==> config.mk <==
export PLATFORM = sky130hd
export DESIGN_NAME = lsu_controller
export DESIGN_NICKNAME = d
export VERILOG_FILES = /design/src/rtl/lsu_pkg.sv /design/src/rtl/lsu_load_align.sv /design/src/rtl/lsu_controller.sv
export SDC_FILE = /design/constraint.sdc
export NUM_CORES = 1
export LEC_CHECK = 0
export ABC_AREA = 1
export CAP_MARGIN = 30
export CORE_UTILIZATION = 43
export CTS_BUF_LIST = sky130_fd_sc_hd__clkbuf_4 sky130_fd_sc_hd__clkbuf_8
export DETAILED_ROUTE_END_ITERATION = 7
export GPL_TIMING_DRIVEN = 0
export PLACE_DENSITY = 0.77
export SLEW_MARGIN = 20
export SYNTH_ARGS = -nofsm -noshare
export SYNTH_HDL_FRONTEND = slang
export SYNTH_SLANG_ARGS = --single-unit
export TNS_END_PERCENT = 30
==> constraint.sdc <==
create_clock -name iClk -period 5.9 [get_ports iClk]
set_input_delay 1.18 -clock iClk [delete_from_list [all_inputs] [get_ports iClk]]
set_output_delay 1.18 -clock iClk [all_outputs]
set_load 0.03 [all_outputs]
==> src/rtl/lsu_pkg.sv <==
// Shared types, funct3 encodings and store-formatting helpers for the load/store unit.
package lsu_pkg;

  typedef enum logic [1:0] {
    S_IDLE = 2'd0,
    S_REQ  = 2'd1,
    S_WAIT = 2'd2,
    S_DONE = 2'd3
  } state_t;

  typedef enum logic [1:0] {
    BYTE = 2'd0,
    HALF = 2'd1,
    WORD = 2'd2
  } width_t;

  localparam logic [2:0] F3_B  = 3'b000;
  localparam logic [2:0] F3_H  = 3'b001;
  localparam logic [2:0] F3_W  = 3'b010;
  localparam logic [2:0] F3_BU = 3'b100;
  localparam logic [2:0] F3_HU = 3'b101;

  localparam int TIMEOUT_DEFAULT = 255;

  function automatic width_t f3_width(input logic [1:0] f3_lo);
    case (f3_lo)
      2'b00:   return BYTE;
      2'b01:   return HALF;
      default: return WORD;
    endcase
  endfunction

  function automatic logic f3_legal(input logic [2:0] f3, input logic is_store);
    if (is_store) return (f3 == F3_B) || (f3 == F3_H) || (f3 == F3_W);
    return (f3 == F3_B) || (f3 == F3_H) || (f3 == F3_W) || (f3 == F3_BU) || (f3 == F3_HU);
  endfunction

  function automatic logic is_misaligned(input width_t w, input logic [1:0] lo);
    case (w)
      HALF:    return lo[0];
      WORD:    return lo != 2'b00;
      default: return 1'b0;
    endcase
  endfunction

  function automatic logic [3:0] store_byte_en(input width_t w, input logic [1:0] lo);
    case (w)
      BYTE:    return 4'b0001 << lo;
      HALF:    return 4'b0011 << {lo[1], 1'b0};
      default: return 4'b1111;
    endcase
  endfunction

  function automatic logic [31:0] store_wdata(input width_t w, input logic [31:0] d);
    case (w)
      BYTE:    return {4{d[7:0]}};
      HALF:    return {2{d[15:0]}};
      default: return d;
    endcase
  endfunction

endpackage

==> src/rtl/lsu_load_align.sv <==
// Picks the addressed byte/half out of a read word and sign- or zero-extends it.
module lsu_load_align
  import lsu_pkg::*;
(
  input  logic [31:0] iRData,
  input  logic [1:0]  iAddrLo,
  input  logic [2:0]  iFunct3,
  output logic [31:0] oData
);

  logic [7:0]  w_byte;
  logic [15:0] w_half;

  always_comb begin
    case (iAddrLo)
      2'd0:    w_byte = iRData[7:0];
      2'd1:    w_byte = iRData[15:8];
      2'd2:    w_byte = iRData[23:16];
      default: w_byte = iRData[31:24];
    endcase
    w_half = iAddrLo[1] ? iRData[31:16] : iRData[15:0];
  end

  always_comb begin
    case (iFunct3)
      F3_B:    oData = {{24{w_byte[7]}}, w_byte};
      F3_BU:   oData = {24'd0, w_byte};
      F3_H:    oData = {{16{w_half[15]}}, w_half};
      F3_HU:   oData = {16'd0, w_half};
      default: oData = iRData;
    endcase
  end

endmodule

==> src/rtl/lsu_controller.sv <==
// Load/store sequencer: one access at a time onto a single memory req/resp port.
// Handshake: a request transfers in any REQ cycle where oMemReq && iMemReady; read data is
// taken only in WAIT when iMemRValid is high; the request fields are registers and never move while pending.
module lsu_controller
  import lsu_pkg::*;
#(
  parameter int ADDR_W  = 32,
  parameter int DATA_W  = 32,
  parameter int TIMEOUT = TIMEOUT_DEFAULT
) (
  input  logic              iClk,
  input  logic              iRst,
  input  logic              iLoad,
  input  logic              iStore,
  input  logic [2:0]        iFunct3,
  input  logic [ADDR_W-1:0] iAddr,
  input  logic [DATA_W-1:0] iStoreData,
  output logic              oStall,
  output logic              oDone,
  output logic              oLoadValid,
  output logic [DATA_W-1:0] oLoadData,
  output logic              oMisaligned,
  output logic              oIllegal,
  output logic              oBusErr,
  output logic              oMemReq,
  output logic              oMemWe,
  output logic [ADDR_W-1:0] oMemAddr,
  output logic [3:0]        oMemByteEn,
  output logic [DATA_W-1:0] oMemWData,
  input  logic              iMemReady,
  input  logic              iMemRValid,
  input  logic [DATA_W-1:0] iMemRData,
  output logic [1:0]        oDbgState
);

  state_t              r_state;
  state_t              w_next_state;
  logic [ADDR_W-1:0]   r_addr;
  logic [2:0]          r_funct3;
  logic                r_is_store;
  logic [DATA_W-1:0]   r_wdata;
  logic [3:0]          r_byte_en;
  logic [7:0]          r_tcnt;
  logic                r_err;
  logic [DATA_W-1:0]   r_load_data;

  width_t              w_width;
  logic                w_req;
  logic                w_illegal;
  logic                w_misal;
  logic                w_accept;
  logic                w_timeout_hit;
  logic [DATA_W-1:0]   w_aligned;

  always_comb begin
    w_width   = f3_width(iFunct3[1:0]);
    w_req     = (iLoad || iStore) && !iRst && (r_state == S_IDLE);
    w_illegal = !f3_legal(iFunct3, iStore);
    w_misal   = is_misaligned(w_width, iAddr[1:0]);
    w_accept  = w_req && !w_illegal && !w_misal;
  end

  // The TIMEOUT-th cycle spent in REQ+WAIT without progress aborts the access.
  always_comb begin
    w_timeout_hit = (r_tcnt == 8'(TIMEOUT - 1)) &&
                    (((r_state == S_REQ) && !iMemReady) ||
                     ((r_state == S_WAIT) && !iMemRValid));
  end

  lsu_load_align u_align (
    .iRData  (iMemRData),
    .iAddrLo (r_addr[1:0]),
    .iFunct3 (r_funct3),
    .oData   (w_aligned)
  );

  always_ff @(posedge iClk or posedge iRst) begin
    if (iRst) r_state <= S_IDLE;
    else      r_state <= w_next_state;
  end

  always_comb begin
    w_next_state = r_state;
    case (r_state)
      S_IDLE: if (w_accept) w_next_state = S_REQ;
      S_REQ: begin
        if (iMemReady)          w_next_state = r_is_store ? S_DONE : S_WAIT;
        else if (w_timeout_hit) w_next_state = S_DONE;
      end
      S_WAIT: if (iMemRValid || w_timeout_hit) w_next_state = S_DONE;
      default: w_next_state = S_IDLE;
    endcase
  end

  always_ff @(posedge iClk or posedge iRst) begin
    if (iRst) begin
      r_addr      <= '0;
      r_funct3    <= '0;
      r_is_store  <= 1'b0;
      r_wdata     <= '0;
      r_byte_en   <= '0;
      r_tcnt      <= '0;
      r_err       <= 1'b0;
      r_load_data <= '0;
    end else begin
      if (w_accept) begin
        r_addr     <= iAddr;
        r_funct3   <= iFunct3;
        r_is_store <= iStore;
        r_wdata    <= iStore ? store_wdata(w_width, iStoreData) : '0;
        r_byte_en  <= iStore ? store_byte_en(w_width, iAddr[1:0]) : 4'b1111;
        r_tcnt     <= '0;
        r_err      <= 1'b0;
      end else if ((r_state == S_REQ) || (r_state == S_WAIT)) begin
        if (w_timeout_hit) r_err  <= 1'b1;
        else               r_tcnt <= r_tcnt + 8'd1;
      end
      if ((r_state == S_WAIT) && iMemRValid) r_load_data <= w_aligned;
    end
  end

  always_comb begin
    oStall      = (r_state == S_REQ) || (r_state == S_WAIT) || w_accept;
    oDone       = (r_state == S_DONE);
    oLoadValid  = (r_state == S_DONE) && !r_is_store && !r_err;
    oBusErr     = (r_state == S_DONE) && r_err;
    oIllegal    = w_req && w_illegal;
    oMisaligned = w_req && !w_illegal && w_misal;
    oMemReq     = (r_state == S_REQ);
    oMemWe      = (r_state == S_REQ) && r_is_store;
    oMemAddr    = {r_addr[ADDR_W-1:2], 2'b00};
    oMemByteEn  = r_byte_en;
    oMemWData   = r_wdata;
    oLoadData   = r_load_data;
    oDbgState   = r_state;
  end

endmodule

==> flow_summary.yaml <==
logic_synthesis:
  yosys-top-cells-area: "dfrtp_1 45%, nand2_1 17%, nand3_1 5.1%, buf_4 5.0%, inv_1 4.9%"
  synthMuxAreaShare_pct: 0.788
  synth_compound_area_share_pct: 9.97
  synth_top_area_share_pct: 45.3
  yosys.area_share.simple_pct: 29.8
  synth-seq-area-share_pct: 45.3
  ys_seq_elements: 115
  synth_area_sq_um: 6350
  yosysMostFrequentCell: "nand2_1"
  synthAdderAreaFrac_pct: 1.18
  synth.distinct_cells: 34
  syn_inst: 825
  synth_edf_count: 0
  ys_warn_count: 0
  synth_ff_type: "dfrtp_1"
  synth_top_family_by_area: "simple AND/OR/NAND/NOR gates"
  synth_xor_area_share_pct: 0.138
  avgSynthCellArea_sq_um: 7.70
  synth_top_cell_by_area: "dfrtp_1"
  postSynth.asyncResetShare_pct: 100
  synth_common_cells: "282 x nand2_1, 115 x dfrtp_1, 83 x inv_1, 65 x nand3_1, 42 x buf_4"
floorplanning:
  io_pins: 215
  die_h_um: 124
  num_rows: 44
  die_w_um: 124
  dieArea_sq_um: 15300
  initial_core_util_pct: 43.9
  core_sq_um: 14500
timing:
  whs_ns: 0.483
  worst_slack_ns: 0.655
  period_minus_slack_ns: 5.25
  hold_violations: 0
  rsz0062_at_grt: "no"
  timing.setup.tns_ns: 0
  setup_violations: 0
  drv_slew: 0
  finClkSkew_ns: 0.0101
  worstMarginPinSlew_ns: 0.555
  fin_crit_sh_pct: 88.9
  fmax_mhz: 191
  max-slew-margin-rel_pct: 63.0
layout:
  drive_gt1_share_pct: 15.5
  n_antenna_cell: 0
  syn_to_final_growth_pct: 44.4
  nets: 1168
detailed_routing:
  drc: 0
  via_per_inst: 4.95
  wl_per_cell_um: 14.7
  drt_pass1_iterations: 5
  routed_wl_um: 18400
  drt.antenna.violating_nets: 0
  drt-initial-drc-count: 387
  vias: 6205
worst_setup_path:
  cp_max_fo: 60
  crit_path_start: "iRst"
  worstSetupPathType: "in -> out"
  start_kind: "primary input"
  cp_data_arrival_time_ns: 4.07
  cp.required_ns: 4.72
  crit_path_end_kind: "output port"
  r2r-start: "oDbgState[0]"
pwr:
  power.density_nw_per_um2: 543
  peakVddDrop_mv: 0.284
  p_leak_nw: 4.59
run_status:
  outcome: "complete, no violations"
grt:
  antenna_found_initial: 0
  grt.overflow.total: 0
  grt_pass1_vias: 5641
  grt_pass1_wl_um: 28700
  gr-usage-all-layers_pct: 24.8
  grt_max_degree: 61
clock_network:
  clkLatencyLatePin_ns: 0.44
  tritoncts: "built"
  cts_max_path_buffers: 2
  post-cts-setup-buffer-count: 0
  root_buffer: "clkbuf_8"
  cts_buffers: 17
  h-tree-depth: 4
  ctsHoldBuffers: 0
  clock_sinks: 115
  cts_resized: 0
  cts.clk_slew.worst_paths_ns: 0.08
worst_hold_path:
  hold_start: "r_addr[15]"
  hp-class: "reg -> reg"
placed_design:
  numPortBuffers: 211
  dpl.hpwl_um: 13500
  place_congestion: 0.899
  place_ws_ns: 0.561
run:
  drv_cap: 0
-- power by group --
group	switching [W]	internal [W]
clock network	0.000340	0.000481
logic	0.00160	0.00118
registers	0.000222	0.00115
total	0.00216	0.00281
-- registers in the layout (all words and copies together), names as in the netlist --
| signal | cells |
|---|---|
| oDbgState | 2 |
| r_tcnt | 8 |
| r_addr | 32 |
| r_err | 1 |
| r_funct3 | 3 |
| oMemByteEn | 4 |
| oMemWData | 32 |
| oLoadData | 32 |
| r_is_store | 1 |
-- path summary, 6_finish.rpt --
check	end	slack, ns	cells past startpoint
max reg2reg	oLoadData[7]	3.97	8
min in group asynchronous	r_addr[28]	1.17	2
min	r_addr[15]	0.48	2
min reg2reg	r_addr[15]	0.48	2
max	oStall	0.65	10
max in group asynchronous	oMemWData[17]	4.04	3
-- cell families after synthesis --
logic type                 Yosys count
DFF                                115
adders and majority gates            6
xor gates and xnor gates             1
AOI/OAI and AO/OA                  105
buffers and inverters              158
other                                1
muxes                                5
and+or+nand+nor                    434
-- area by class of cell --
| type | count | area (sq um) |
|---|---|---|
| fill | 1258 | 5300 |
| clock inverter | 12 | 181 |
| sequential | 115 | 2880 |
| multi-input combinational | 553 | 2670 |
| buffer | 71 | 485 |
| timing repair buffer | 212 | 2140 |
| inverter | 87 | 332 |
| tap | 184 | 230 |
| clock buffer | 20 | 263 |
-- cells in the final DEF (no fill, tap or decap), drive strengths merged --
cell	count
clkinvlp	4
a21oi	41
o21bai	1
ha	6
nor2	32
nor3	2
nand4	7
o22ai	1
nand3	67
and3	1
a21o	7
nand3b	1
or2	34
xor2	1
bufinv	4
o211ai	6
clkinv	4
buf	61
clkbuf	31
conb	2
and2	1
o21ai	49
nand2	289
mux2i	5
inv	87
dfrtp	115
clkdlybuf4s50	211
-- critical path, stage by stage --
cell,delay [ns]
clkdlybuf4s50_1,0.47
inv_6,0.42
buf_16,0.34
nand2_1,0.16
nor2_2,0.14
nand2_2,0.09
nor2_4,0.17
buf_2,0.26
or2_2,0.15
clkdlybuf4s50_1,0.66
-- per-layer routing --
metal  up-vias  track usage (%)  wire length [um]
li1       3024                -                 -
met1      2901             32.9              8040
met2       245             39.8              8840
met3        35             4.43              1120
met4         0             10.8               438
met5         -                0                 0
-- stage by stage --
stage | total power (W) | instances | utilization [%] | area, sq um
finish | 0.00498 | 1254 | 63.4 | 9180
global route | 0.00529 | 1254 | 63.4 | 9180
CTS | 0.00499 | 1254 | 63.4 | 9180
detailed placement | 0.00416 | 1222 | 60.3 | 8730
global placement | 0.00411 | 1221 | 60.1 | 8700
floorplan | 0.00312 | 826 | - | 6360
(Power assumes the default switching activity.)
==> RTL edit 1: new RTL, same settings <==
Make the reset (`iRst`) synchronous in 2 clocked blocks.
--- a/src/rtl/lsu_controller.sv
+++ b/src/rtl/lsu_controller.sv
@@ -74,7 +74,7 @@
     .oData   (w_aligned)
   );
 
-  always_ff @(posedge iClk or posedge iRst) begin
+  always_ff @(posedge iClk) begin
     if (iRst) r_state <= S_IDLE;
     else      r_state <= w_next_state;
   end
@@ -92,7 +92,7 @@
     endcase
   end
 
-  always_ff @(posedge iClk or posedge iRst) begin
+  always_ff @(posedge iClk) begin
     if (iRst) begin
       r_addr      <= '0;
       r_funct3    <= '0;
Check against the original RTL: differs if iRst is asserted again (counterexample within 4 cycles, from zero or initial values and one cycle with iRst high); with iRst held inactive, the same outputs for 4 cycles.
==> RTL edit 1 against the original RTL <==
Global-route usage up 1.2 points. Area after synthesis down 14%. Critical path depth down 2. Hold slack worse by 0.031 ns. Sequential cell count unchanged. Worst setup slack better by 0.48 ns. Cell area down 11%. Register-to-register slack worse by 0.08 ns. Sequential share of layout area down 3.2 points. Routed wire length down 11%.
Power is not compared: it rests on default switching activity, and its combinational part moved more than twofold at a synthesized area within 25%.
==> RTL edit 1: results <==
{
  "drive_gt1_share_pct": 9.56,
  "cp_max_fo": 10,
  "antenna_cells": 0,
  "post_drt_wl_per_cell_um": 13.6,
  "grt_pass1_vias": 5411,
  "wl_met2_mm": 7.24,
  "nNonClkBuffers": 281,
  "grt_max_degree": 17,
  "ys_top_cells_by_count": "170 x nand2_1, 142 x nor2_1, 115 x dfxtp_1",
  "ys_top_cells_by_area": "dfxtp_1 42%, nand2_1 12%, nor2_1 9.7%",
  "multi_input_gates": 537,
  "grt_pass1_wl_mm": 26.6,
  "drt_iter0_drc": 390,
  "detail_route.wirelength.met1_mm": 7.56,
  "fin_nets": 1136,
  "reg2reg_from": "oDbgState[0]",
  "status": "finished, final reports clean",
  "grt.total_usage_pct": 26.0,
  "num_vias": 5728,
  "r2r_setup_slack_ns": 3.89,
  "crit_start": "iFunct3[0]",
  "synth-async-reset-ratio_pct": 0,
  "reg2reg_to": "oLoadData[2]",
  "final-clk-cell-share_pct": 4.41,
  "ys_seq_elements": 115,
  "hold_start": "oMemWData[23]",
  "n_fill_cell": 1135,
  "met2_usage_pct": 40.4,
  "holdWs_ns": 0.451,
  "grtUsageMet1_pct": 33.3,
  "clockBufferCount": 24,
  "crit_arrival_ns": 3.58,
  "holdPathEnd": "oMemWData[23]",
  "route.met3.wl_mm": 1.26,
  "inverters": 73,
  "place_hpwl_mm": 12.4,
  "clk_latency_ns": 0.46,
  "buf_share_pct": 31.0,
  "synth_seq_area_share_pct": 42.0
}
[RTL edit 1: cell types whose count changed in the layout (fill, tap and decap cells not counted), moves of 7 or more]
cell      change
dfxtp_1     +115
dfrtp_1     -115
or2_2        -30
a21o_1        -7
buf_4         -9
clkbuf_1     +13
nor2_1      +115
nand2_1     -112
o21ai_0      +78
nand3_1      -35
o21ai_2      -15
a21oi_1      -10
inv_1        -14
[RTL edit 1: cells by family after synthesis]
| family | synth area share (%) |
|---|---|
| adders and majority gates | 1.37 |
| AOI/OAI and AO/OA | 16.3 |
| buffers and inverters | 12.7 |
| DFF | 42.0 |
| xor gates and xnor gates | 0.798 |
| other | 0.0684 |
| and+or+nand+nor | 26.8 |
[RTL edit 1: worst max-delay path, cell delays in order]
cell and delay (ns):
clkdlybuf4s50_1 0.55, nor2_4 0.30, nor2_1 0.06, nor2_1 0.12
nand3_1 0.23, clkbuf_1 0.33, nand2_1 0.13, clkdlybuf4s50_1 0.69
[RTL edit 1: metrics by stage]
stage | instance area [um^2] | setup slack, ns | instances | power [mW]
2_1_floorplan | 5490 | 2.46 | 795 | 1.50
3_3_place_gp | 7810 | 1.11 | 1174 | 1.86
3_5_place_dp | 7810 | 1.10 | 1174 | 1.87
4_1_cts | 8170 | 1.11 | 1204 | 2.56
5_1_grt | 8170 | 0.914 | 1204 | 2.69
6_report | 8170 | 1.14 | 1204 | 2.55
[RTL edit 1: report_power, final]
group / total (mW) / internal (mW) / leakage [nW] / switching, mW
clock network: 0.688 / 0.376 / 0.196 / 0.312
logic: 0.930 / 0.376 / 2.49 / 0.554
registers: 0.931 / 0.873 / 0.934 / 0.0571
total: 2.55 / 1.63 / 3.62 / 0.922
==> RTL edit 2: new RTL, same flow settings <==
Made on the original files. Set the parameter `ADDR_W` to 48 (it was 32).
--- a/src/rtl/lsu_controller.sv
+++ b/src/rtl/lsu_controller.sv
@@ -4,7 +4,7 @@
 module lsu_controller
   import lsu_pkg::*;
 #(
-  parameter int ADDR_W  = 32,
+  parameter int ADDR_W  = 48,
   parameter int DATA_W  = 32,
   parameter int TIMEOUT = TIMEOUT_DEFAULT
 ) (
Ports: changed (resized iAddr and oMemAddr); port bits go from 215 to 247. The function was not compared with the original's and may differ.
==> RTL edit 2 against the original RTL <==
Combinational power is 12% higher. Cell area up 11%. Area after synthesis increased by 8.3%. Power grew 13%. Routed wire length rose by 8.7%. Sequential cell count is 16 higher. Sequential share of layout area is 0.91 points higher. Global-route usage is 0.22 points higher. Worst setup slack better by 0.39 ns. Largest cell class unchanged. Largest power group unchanged.
==> RTL edit 2: results <==
{
  "slew_headroom_pct": 61.9,
  "synth_seq_area_share_pct": 47.7,
  "cts_resized": 0,
  "fin_nets": 1261,
  "routed_wl_mm": 20.0,
  "synth_edf_count": 0,
  "antenna_found_initial": 0,
  "n_fill_cell": 1348,
  "grt_pass1_wl_mm": 31.8,
  "cap_violations": 0,
  "leakagePower_nw": 4.90,
  "clk_latency_ns": 0.44,
  "vias_per_cell": 4.84,
  "largest-register": "r_addr",
  "antenna_left": 0,
  "place_hpwl_mm": 15.0,
  "drive_gt1_share_pct": 15.8,
  "grt.total_usage_pct": 25.1,
  "clk_pin_slew_ns": 0.08,
  "synth_cell_types": 34,
  "root_buffer": "clkbuf_8",
  "peakVddDrop_mv": 0.293,
  "ys_top_cells_by_area": "dfrtp_1 48%, nand2_1 17%, buf_4 6.4%",
  "clock_skew_ns": 0.0113,
  "grt_pass1_vias": 6318,
  "crit_arrival_ns": 3.67,
  "cts_max_level": 4,
  "post_dp_cell_area_um2": 9670,
  "post-cts-setup-buffers": 0,
  "cp_max_fo": 19,
  "synth-warning-count": 0,
  "synth-async-reset-ratio_pct": 100,
  "cts_buffers": 17,
  "gp_congestion": 0.922,
  "hp-class": "reg -> reg",
  "hold_start": "r_addr[12]",
  "drt_iter0_drc": 376,
  "status": "finished, final reports clean",
  "ys_top_cells_by_count": "304 x nand2_1, 131 x dfrtp_1, 60 x inv_1",
  "critPathLaunchType": "input port",
  "grt_max_degree": 34,
  "crit_start": "iRst",
  "io_buffers": 243
}
-- RTL edit 2: power breakdown --
group	internal [mW]	switching, mW
clock network	0.561	0.366
registers	1.32	0.258
logic	1.35	1.78
total	3.23	2.41
-- RTL edit 2: final cells by class --
cell class                      count  area share, %
Multi-Input combinational cell    583           26.9
Clock inverter                     13           2.28
Timing Repair Buffer              247           24.8
Tap cell                          211           2.60
Buffer                             91           6.20
Sequential cell                   131           32.3
Inverter                           63           2.38
Clock buffer                       19           2.51
-- RTL edit 2: cell families after synthesis --
| kind of cell | after synthesis | share of synthesized area, % |
|---|---|---|
| simple gates | 446 | 27.7 |
| fa+ha+maj | 6 | 1.09 |
| flops | 131 | 47.7 |
| buf+inv | 154 | 12.6 |
| xor+xnor | 1 | 0.127 |
| mux | 1 | 0.146 |
| compound gates | 127 | 10.6 |
| other cells | 1 | 0.0545 |
-- RTL edit 2: per-layer routing --
layer / global-route usage, % / part of all wire [%] / vias up
li1: - / - / 3224
met1: 30.3 / 40 / 3024
met2: 42.0 / 48 / 288
met3: 7.23 / 8.9 / 37
met4: 10.2 / 2.5 / 0
met5: 0 / 0 / -
-- RTL edit 2: path summary, 6_finish.rpt --
path	to	slack (ns)	depth (start not counted)
setup / recovery	oStall	1.05	9
hold / removal	r_addr[12]	0.48	2
setup reg to reg	oLoadData[10]	3.98	8
hold reg to reg	r_addr[12]	0.48	2
max in group asynchronous	oLoadData[30]	4.01	4
min in group asynchronous	r_addr[36]	1.13	2
-- RTL edit 2: stage by stage --
| step | TNS [ns] | std cells | setup slack, ns | utilization (%) |
|---|---|---|---|---|
| floorplan | 0 | 868 | 0.593 | - |
| global placement | -3.68 | 1322 | -1.51 | 62.1 |
| detailed placement | 0 | 1326 | 1.02 | 62.7 |
| CTS | 0 | 1358 | 0.998 | 65.8 |
| global route | 0 | 1358 | 0.872 | 65.8 |
| finish | 0 | 1358 | 1.05 | 65.8 |
-- RTL edit 2: worst max-delay path: stages --
cell and delay (ns):
clkdlybuf4s50_1 0.50, clkinvlp_4 0.45, nand2_1 0.32, nor2_4 0.06, nand2_2 0.09, nor2_4 0.04, buf_6 0.14, or2_2 0.27
clkdlybuf4s50_1 0.61
